**src/rtl/decryption_pkg.sv**
```systemverilog
// Shared definitions for the decryption register-access interface:
// master FSM states and the register file address map with reset values.
package decryption_pkg;

   typedef enum logic [1:0] {
      IDLE  = 2'd0,
      ISSUE = 2'd1,
      WAIT  = 2'd2,
      RESP  = 2'd3
   } state_t;

   localparam logic [7:0] SELECT      = 8'h00;
   localparam logic [7:0] CAESAR_KEY  = 8'h10;
   localparam logic [7:0] SCYTALE_KEY = 8'h12;
   localparam logic [7:0] ZIGZAG_KEY  = 8'h14;

   localparam logic [15:0] SELECT_RST      = 16'h0000;
   localparam logic [15:0] CAESAR_KEY_RST  = 16'h0000;
   localparam logic [15:0] SCYTALE_KEY_RST = 16'hFFFF;
   localparam logic [15:0] ZIGZAG_KEY_RST  = 16'h0002;

   function automatic logic is_decoded(input logic [7:0] a);
      return (a == SELECT) || (a == CAESAR_KEY) ||
             (a == SCYTALE_KEY) || (a == ZIGZAG_KEY);
   endfunction

endpackage

```
**src/rtl/decryption_reg_master.sv**
```systemverilog
// Register-bus initiator: one command at a time from cmd_*, a single-cycle
// read/write strobe, a bounded wait for done, and the result on rsp_*.
module decryption_reg_master
   import decryption_pkg::*;
#(
   parameter int                    addr_width     = 8,
   parameter int                    reg_width      = 16,
   parameter int                    timeout_cycles = 15,
   parameter logic [addr_width-1:0] idle_addr      = '0
) (
   input  logic                  clk,
   input  logic                  rst,
   input  logic                  cmd_valid,
   output logic                  cmd_ready,
   input  logic                  cmd_write,
   input  logic [addr_width-1:0] cmd_addr,
   input  logic [reg_width-1:0]  cmd_wdata,
   output logic [addr_width-1:0] addr,
   output logic                  read,
   output logic                  write,
   output logic [reg_width-1:0]  wdata,
   input  logic [reg_width-1:0]  rdata,
   input  logic                  done,
   input  logic                  error,
   output logic                  rsp_valid,
   input  logic                  rsp_ready,
   output logic [reg_width-1:0]  rsp_rdata,
   output logic                  rsp_error,
   output logic                  rsp_timeout,
   output logic                  busy
);

   // Handshakes: a transfer happens on a rising edge where valid & ready are
   // both 1; a valid response holds its fields stable until it is taken.
   localparam logic [7:0] TIMEOUT_CNT = 8'(timeout_cycles);

   state_t     state_q;
   logic [7:0] cnt_q;
   logic       is_write_q;

   assign cmd_ready = (state_q == IDLE);
   assign busy      = (state_q != IDLE);

   // Bus outputs are loaded on the handshake edge so the strobe is visible
   // for exactly the ISSUE cycle.
   always_ff @(posedge clk) begin
      if (rst) begin
         state_q     <= IDLE;
         addr        <= idle_addr;
         read        <= 1'b0;
         write       <= 1'b0;
         wdata       <= '0;
         rsp_valid   <= 1'b0;
         rsp_rdata   <= '0;
         rsp_error   <= 1'b0;
         rsp_timeout <= 1'b0;
         cnt_q       <= '0;
         is_write_q  <= 1'b0;
      end else begin
         case (state_q)
            IDLE: begin
               if (cmd_valid) begin
                  state_q    <= ISSUE;
                  addr       <= cmd_addr;
                  write      <= cmd_write;
                  read       <= !cmd_write;
                  wdata      <= cmd_write ? cmd_wdata : '0;
                  is_write_q <= cmd_write;
               end
            end
            ISSUE: begin
               state_q <= WAIT;
               addr    <= idle_addr;
               read    <= 1'b0;
               write   <= 1'b0;
               wdata   <= '0;
               cnt_q   <= '0;
            end
            WAIT: begin
               cnt_q <= cnt_q + 8'd1;
               // done takes priority over a timeout landing on the same cycle
               if (done) begin
                  state_q     <= RESP;
                  rsp_valid   <= 1'b1;
                  rsp_error   <= error;
                  rsp_timeout <= 1'b0;
                  rsp_rdata   <= (!is_write_q && !error) ? rdata : '0;
               end else if (cnt_q + 8'd1 == TIMEOUT_CNT) begin
                  state_q     <= RESP;
                  rsp_valid   <= 1'b1;
                  rsp_error   <= 1'b1;
                  rsp_timeout <= 1'b1;
                  rsp_rdata   <= '0;
               end
            end
            RESP: begin
               if (rsp_ready) begin
                  state_q   <= IDLE;
                  rsp_valid <= 1'b0;
               end
            end
            default: state_q <= IDLE;
         endcase
      end
   end

endmodule

```
**config.mk**
```make
export PLATFORM = sky130hd
export DESIGN_NAME = decryption_reg_master
export DESIGN_NICKNAME = d
export VERILOG_FILES = /design/src/rtl/decryption_pkg.sv /design/src/rtl/decryption_reg_master.sv
export SDC_FILE = /design/constraint.sdc
export NUM_CORES = 1
export LEC_CHECK = 0
export BUFFER_PORTS_ARGS = -buffer_cell sky130_fd_sc_hd__buf_2
export CORE_MARGIN = 4
export CORE_UTILIZATION = 43
export DETAILED_ROUTE_END_ITERATION = 8
export HOLD_SLACK_MARGIN = 0.03
export PLACE_DENSITY = 0.83
export SLEW_MARGIN = 0
export SYNTH_ARGS = -nofsm -noshare
export SYNTH_HDL_FRONTEND = slang
export SYNTH_SLANG_ARGS = --single-unit
```
**constraint.sdc**
```tcl
create_clock -name clk -period 1.6 [get_ports clk]
set_clock_uncertainty 0.05 [all_clocks]
set_input_delay 0.24 -clock clk [delete_from_list [all_inputs] [get_ports clk]]
set_output_delay 0.24 -clock clk [all_outputs]
set_load 0.05 [all_outputs]
```
; ---- After elaboration in Yosys (flattened, before gate mapping)
; Cells that the tools add are included.
[word_totals]
inputBits = 47
out_inout_bits = 47
ff_bits = 56
[op_classes]
muxes = 24
n_reduce_logical = 15
n_addsub = 1
n_eq_ne = 7
[ops]
columns = op, n
row1 = $mux 16, 5
row2 = $pmux 16 s2, 1
row3 = $pmux 8 s2, 2
row4 = $reduce_bool 2->1, 5
row5 = $add 8x1->8 const B, 1
row6 = $eq 8x4->1 const B, 1
row7 = $mux 2, 4
row8 = $mux 8, 1
row9 = $pmux 2 s4, 1
row10 = $mux 1, 7
row11 = $pmux 1 s2, 3
row12 = $reduce_and 2->1, 3
row13 = $reduce_and 3->1, 2
row14 = $eq 2x2->1 const B, 2
row15 = $ne 2x2->1 const B, 2
row16 = $logic_not 1->1, 3
row17 = $ne 3x3->1 const B, 1
row18 = $eq 2x1->1 const B, 1
row19 = $logic_not 2->1, 1
row20 = $logic_and 1x1->1, 1

; ---- Logic depth before layout (Yosys ltp)
[depth]
word_depth = 5
ltp_mapped = 9

; ---- Worst setup path before layout
; OpenSTA, ideal clock, no wires.
[synth_timing]
path_type = flip-flop to flip-flop
from = register state_q[0]
to = register wdata[10]
arrival_ns = 2.001
stages_incl_launch_ff = 10
required_time_ns = 1.484
slack_ns = -0.517
setup_time_ns = 0.066
cell_sequence = dfxtp_1 -> inv_1 -> ha_1 -> nand2_1 -> nor2_2 -> and2_1 -> buf_2 -> buf_4 -> a22oi_1 -> nor2_1
[synth_between]
elab_chain_cells = 3
word_cells_on_any_way = 6
classes_between = eq/ne: 2 / mux: 1 / reduce/logical: 3
[synth_lines]
columns = item, line
row1 = start: declaration, decryption_reg_master.sv:37  ; state_t state_q;
row2 = start signal: assignment, decryption_reg_master.sv:48  ; state_q <= IDLE;
row3 = start signal: assignment, decryption_reg_master.sv:63  ; state_q <= ISSUE;
row4 = start signal: assignment, decryption_reg_master.sv:72  ; state_q <= WAIT;
row5 = $logic_not 2->1 *, n/a
row6 = named net cmd_ready, decryption_reg_master.sv:14  ; output logic cmd_ready,
row7 = $ne 2x2->1 (no line) / $reduce_bool 2->1 (equally long branches), n/a
row8 = $reduce_and 2->1 (no line), n/a
row9 = end signal: assignment, decryption_reg_master.sv:67  ; wdata <= cmd_write ? cmd_wdata : '0;
row10 = end: declaration, decryption_reg_master.sv:21  ; output logic [reg_width-1:0] wdata,
; The timed path passes the listed nets; every way through them passes the cells marked *.
; A chain may end at the register's enable or synchronous reset.

; ---- Worst setup path after layout
[layout_timing]
from = register state_q[0]
to = register rsp_valid
[layout_between]
elab_chain_cells = 3
word_cells_on_any_way = 7
classes_between = eq/ne: 4 / mux: 1 / reduce/logical: 2
[layout_lines]
columns = item, line
row1 = $eq 2x2->1, decryption_reg_master.sv:60  ; case (state_q)
row2 = "$ne 3x3->1 (no line), or another cell as far along", n/a
row3 = $reduce_and 3->1 (no line), n/a
row4 = end signal: assignment, decryption_reg_master.sv:53  ; rsp_valid <= 1'b0;
row5 = end signal: assignment, decryption_reg_master.sv:84  ; rsp_valid <= 1'b1;
row6 = end signal: assignment, decryption_reg_master.sv:90  ; rsp_valid <= 1'b1;
row7 = end: declaration, decryption_reg_master.sv:25  ; output logic rsp_valid,
; Several ways; a longest one is shown, not always the timed one.

==> impl_metrics.tcl <==
set metrics [dict create \
    status "finished, violations left" \
    violations "negative setup slack" \
    yosysSeqAreaShare 0.499 \
    fin_crit_sh 1.01 \
    slew_violations 0 \
    grt_pass1_wl_um 9640 \
    via_count 2288 \
    hold_path.class "in -> reg" \
    syn_area_per_cell_um2 8.58 \
    hpwlAfterDp_um 4170 \
    grt-ovfl-total 0 \
    cts_root_buffer "clkbuf_8" \
    powerDensity_nw_per_um2 1570 \
    drc_errors 0 \
    place_inst 429 \
    critPathArrivalTime_ns 1.80 \
    routedWlPerCell_um 13.9 \
    synth_seq_cells 56 \
    end_kind "flip-flop" \
    drv_cap 0 \
    antenna_cells 0 \
    dp_slack_ns -0.219 \
    clkTransAtPathRegs_ns 0.10 \
    synth_cells 262 \
    slew_headroom 0.667 \
    rsz0062_at_grt "true" \
    ioPinCount 94 \
    min_period_ns 1.62 \
    vias_per_cell 5.18 \
    fp.dieArea_um2 6450 \
    chipHeight_um 80.3 \
    start_util 0.443 \
    drive_gt1_frac 0.462 \
    clk_latency_ns 0.32 \
    synth_cell_type_count 37 \
    cts_buffers 5 \
    io_buffers 93 \
    worst_slack_ns -0.0163 \
    vdd_ir_drop_max_mv 1.38 \
    reg2reg_slack_ns -0.02 \
    whs_ns 0.105 \
    track_usage 0.186 \
    layout.nets 424 \
    final_cell_count_no_fill 442 \
    grt_max_degree 34 \
    power_leakage_nw 1.42 \
    start_kind "flip-flop" \
    cts.sinks 56 \
    cts_tree "done" \
    grt_pass1_vias 2217 \
    syn_nets 315 \
    gp_congestion 0.759 \
    antenna_found_initial 0 \
    ctsHoldBuffers 0 \
    required_ns 1.78 \
    syn_area_um2 2250 \
    worstSetupPathType "reg -> reg" \
    drt_first_pass_iters 4 \
    crit_fanout 6 \
    wl_um 6150 \
    ant_nets 0 \
    initialDrtViolationCount 166 \
    clockBufferDepth 2 \
    coreArea_um2 5070 \
    die_w_um 80.3 \
    max_freq_mhz 619 \
    setup_viol 8 \
    fillers 398 \
    power_mw 5.18 \
    rows 26 \
    worstMarginPinSlew_ns 0.499 \
    hold_viol_final 0 \
    syn_to_final_growth_pct 46.5 \
    yosys_warnings 0 \
    h-tree-depth 2 \
]
[stage by stage]
stage | setup TNS, ns | utilization | instance area, um^2
3_3_place_gp | -3.63 | 0.577 | 2930
4_1_cts | -0.117 | 0.612 | 3110
3_5_place_dp | -5.95 | 0.577 | 2930
6_report | -0.0490 | 0.649 | 3290
2_1_floorplan | 0 | - | 2280
5_1_grt | -1.18 | 0.649 | 3290
[final cells by class]
cell class	instances	area [um^2]	share of cell area
Multi-Input combinational cell	182	1220	0.369
Sequential cell	56	1130	0.345
Timing Repair Buffer	117	703	0.214
Tap cell	70	87.6	0.0266
Clock buffer	5	68.8	0.0209
Clock inverter	3	46.3	0.0141
Inverter	9	36.3	0.0110
[synthesized netlist by cell type]
| cell | number | area (um^2) |
|---|---|---|
| a211oi_1 | 1 | 7.51 |
| a211oi_2 | 1 | 12.5 |
| a21oi_1 | 31 | 155 |
| a21oi_2 | 1 | 8.76 |
| a22oi_1 | 24 | 180 |
| a31oi_1 | 1 | 6.26 |
| and2_1 | 1 | 6.26 |
| and4_1 | 1 | 8.76 |
| buf_1 | 1 | 3.75 |
| buf_2 | 2 | 10.0 |
| buf_4 | 2 | 15.0 |
| buf_6 | 1 | 11.3 |
| clkbuf_1 | 10 | 37.5 |
| dfxtp_1 | 56 | 1120 |
| ha_1 | 6 | 75.1 |
| inv_1 | 9 | 33.8 |
| mux2i_1 | 1 | 10.0 |
| nand2_1 | 31 | 116 |
| nand2b_1 | 4 | 25.0 |
| nand3_1 | 5 | 25.0 |
| nand3b_4 | 1 | 20.0 |
| nand4_1 | 1 | 6.26 |
| nand4b_1 | 1 | 8.76 |
| nor2_1 | 34 | 128 |
| nor2_2 | 1 | 6.26 |
| nor3_1 | 5 | 25.0 |
| nor4_1 | 1 | 6.26 |
| nor4_2 | 1 | 12.5 |
| o21a_1 | 1 | 7.51 |
| o21ai_0 | 14 | 70.1 |
| o21ai_1 | 6 | 30.0 |
| o221a_2 | 1 | 11.3 |
| o31a_1 | 1 | 8.76 |
| or2b_1 | 1 | 7.51 |
| or3_1 | 2 | 12.5 |
| xnor2_1 | 1 | 8.76 |
| xor2_1 | 1 | 8.76 |
[critical path, stage by stage, from the launching register on]
cell and delay [ns]:
dfxtp_2 0.35, inv_2 0.08, buf_4 0.12, ha_4 0.15
inv_1 0.12, nor2_1 0.27, a21oi_1 0.15, a211oi_2 0.24
[report_power, final]
part / leakage (nW) / switching, mW / internal, mW / total, mW
Sequential: 0.458 / 0.107 / 1.56 / 1.67
Combinational: 0.908 / 1.64 / 0.919 / 2.56
Clock: 0.0548 / 0.473 / 0.472 / 0.945
[placed cells by master (no fill, tap or decap), drive strengths merged, types with 2 or more instances in the layout]
master / instances
nand2: 31
a21oi: 32
ha: 6
or3: 2
nor2: 35
buf: 117
a22oi: 24
a211oi: 2
inv: 10
dfxtp: 56
nor3: 5
nand2b: 4
nor4: 2
clkbuf: 5
o21ai: 21
nand3: 5
[timing repair]
| item | CTS | global route |
|---|---|---|
| gates cloned | 0 | 2 |
| hold endpoints to repair | 0 | 0 |
| resized for setup | 26 | 39 |
| pin swaps | 1 | 5 |
| buffers inserted | 1 | 2 |
| endpoints found under the setup margin | 45 | 50 |
[path summary, 6_finish.rpt]
path,from,depth (start not counted),end
setup / recovery,state_q[0]$_SDFFE_PP0P_,7,rsp_valid$_SDFFE_PP0P_
hold / removal,done,2,rsp_timeout$_SDFFE_PP0P_
hold reg to reg,rsp_rdata[15]$_SDFFE_PP0P_,2,rsp_rdata[15]$_SDFFE_PP0P_
setup reg to reg,state_q[0]$_SDFFE_PP0P_,7,rsp_valid$_SDFFE_PP0P_
[logic make-up after synthesis]
family                   count (synthesis)  share of synthesized area
flip-flops                              56                      0.499
adder cells (fa/ha/maj)                  6                     0.0334
AND/OR/NAND/NOR                         90                      0.184
multiplexers                             1                    0.00445
XOR/XNOR                                 2                    0.00780
buffers and inverters                   25                     0.0496
AO/OA/AOI/OAI                           82                      0.222
[flip-flops by register name (all words and copies together) (netlist names), 2 cells and up]
name / count
rsp_rdata: 16
wdata: 16
addr: 8
cnt_q: 8
state_q: 2
[layer usage]
| metal | part of all wire | GRT usage | vias to the layer above |
|---|---|---|---|
| li1 | - | - | 1127 |
| met1 | 0.42 | 0.220 | 1053 |
| met2 | 0.48 | 0.318 | 100 |
| met3 | 0.088 | 0.0617 | 8 |
| met4 | 0.0099 | 0.0591 | 0 |
| met5 | 0 | 0 | - |
No activity file was read; power rests on OpenSTA's default activity.
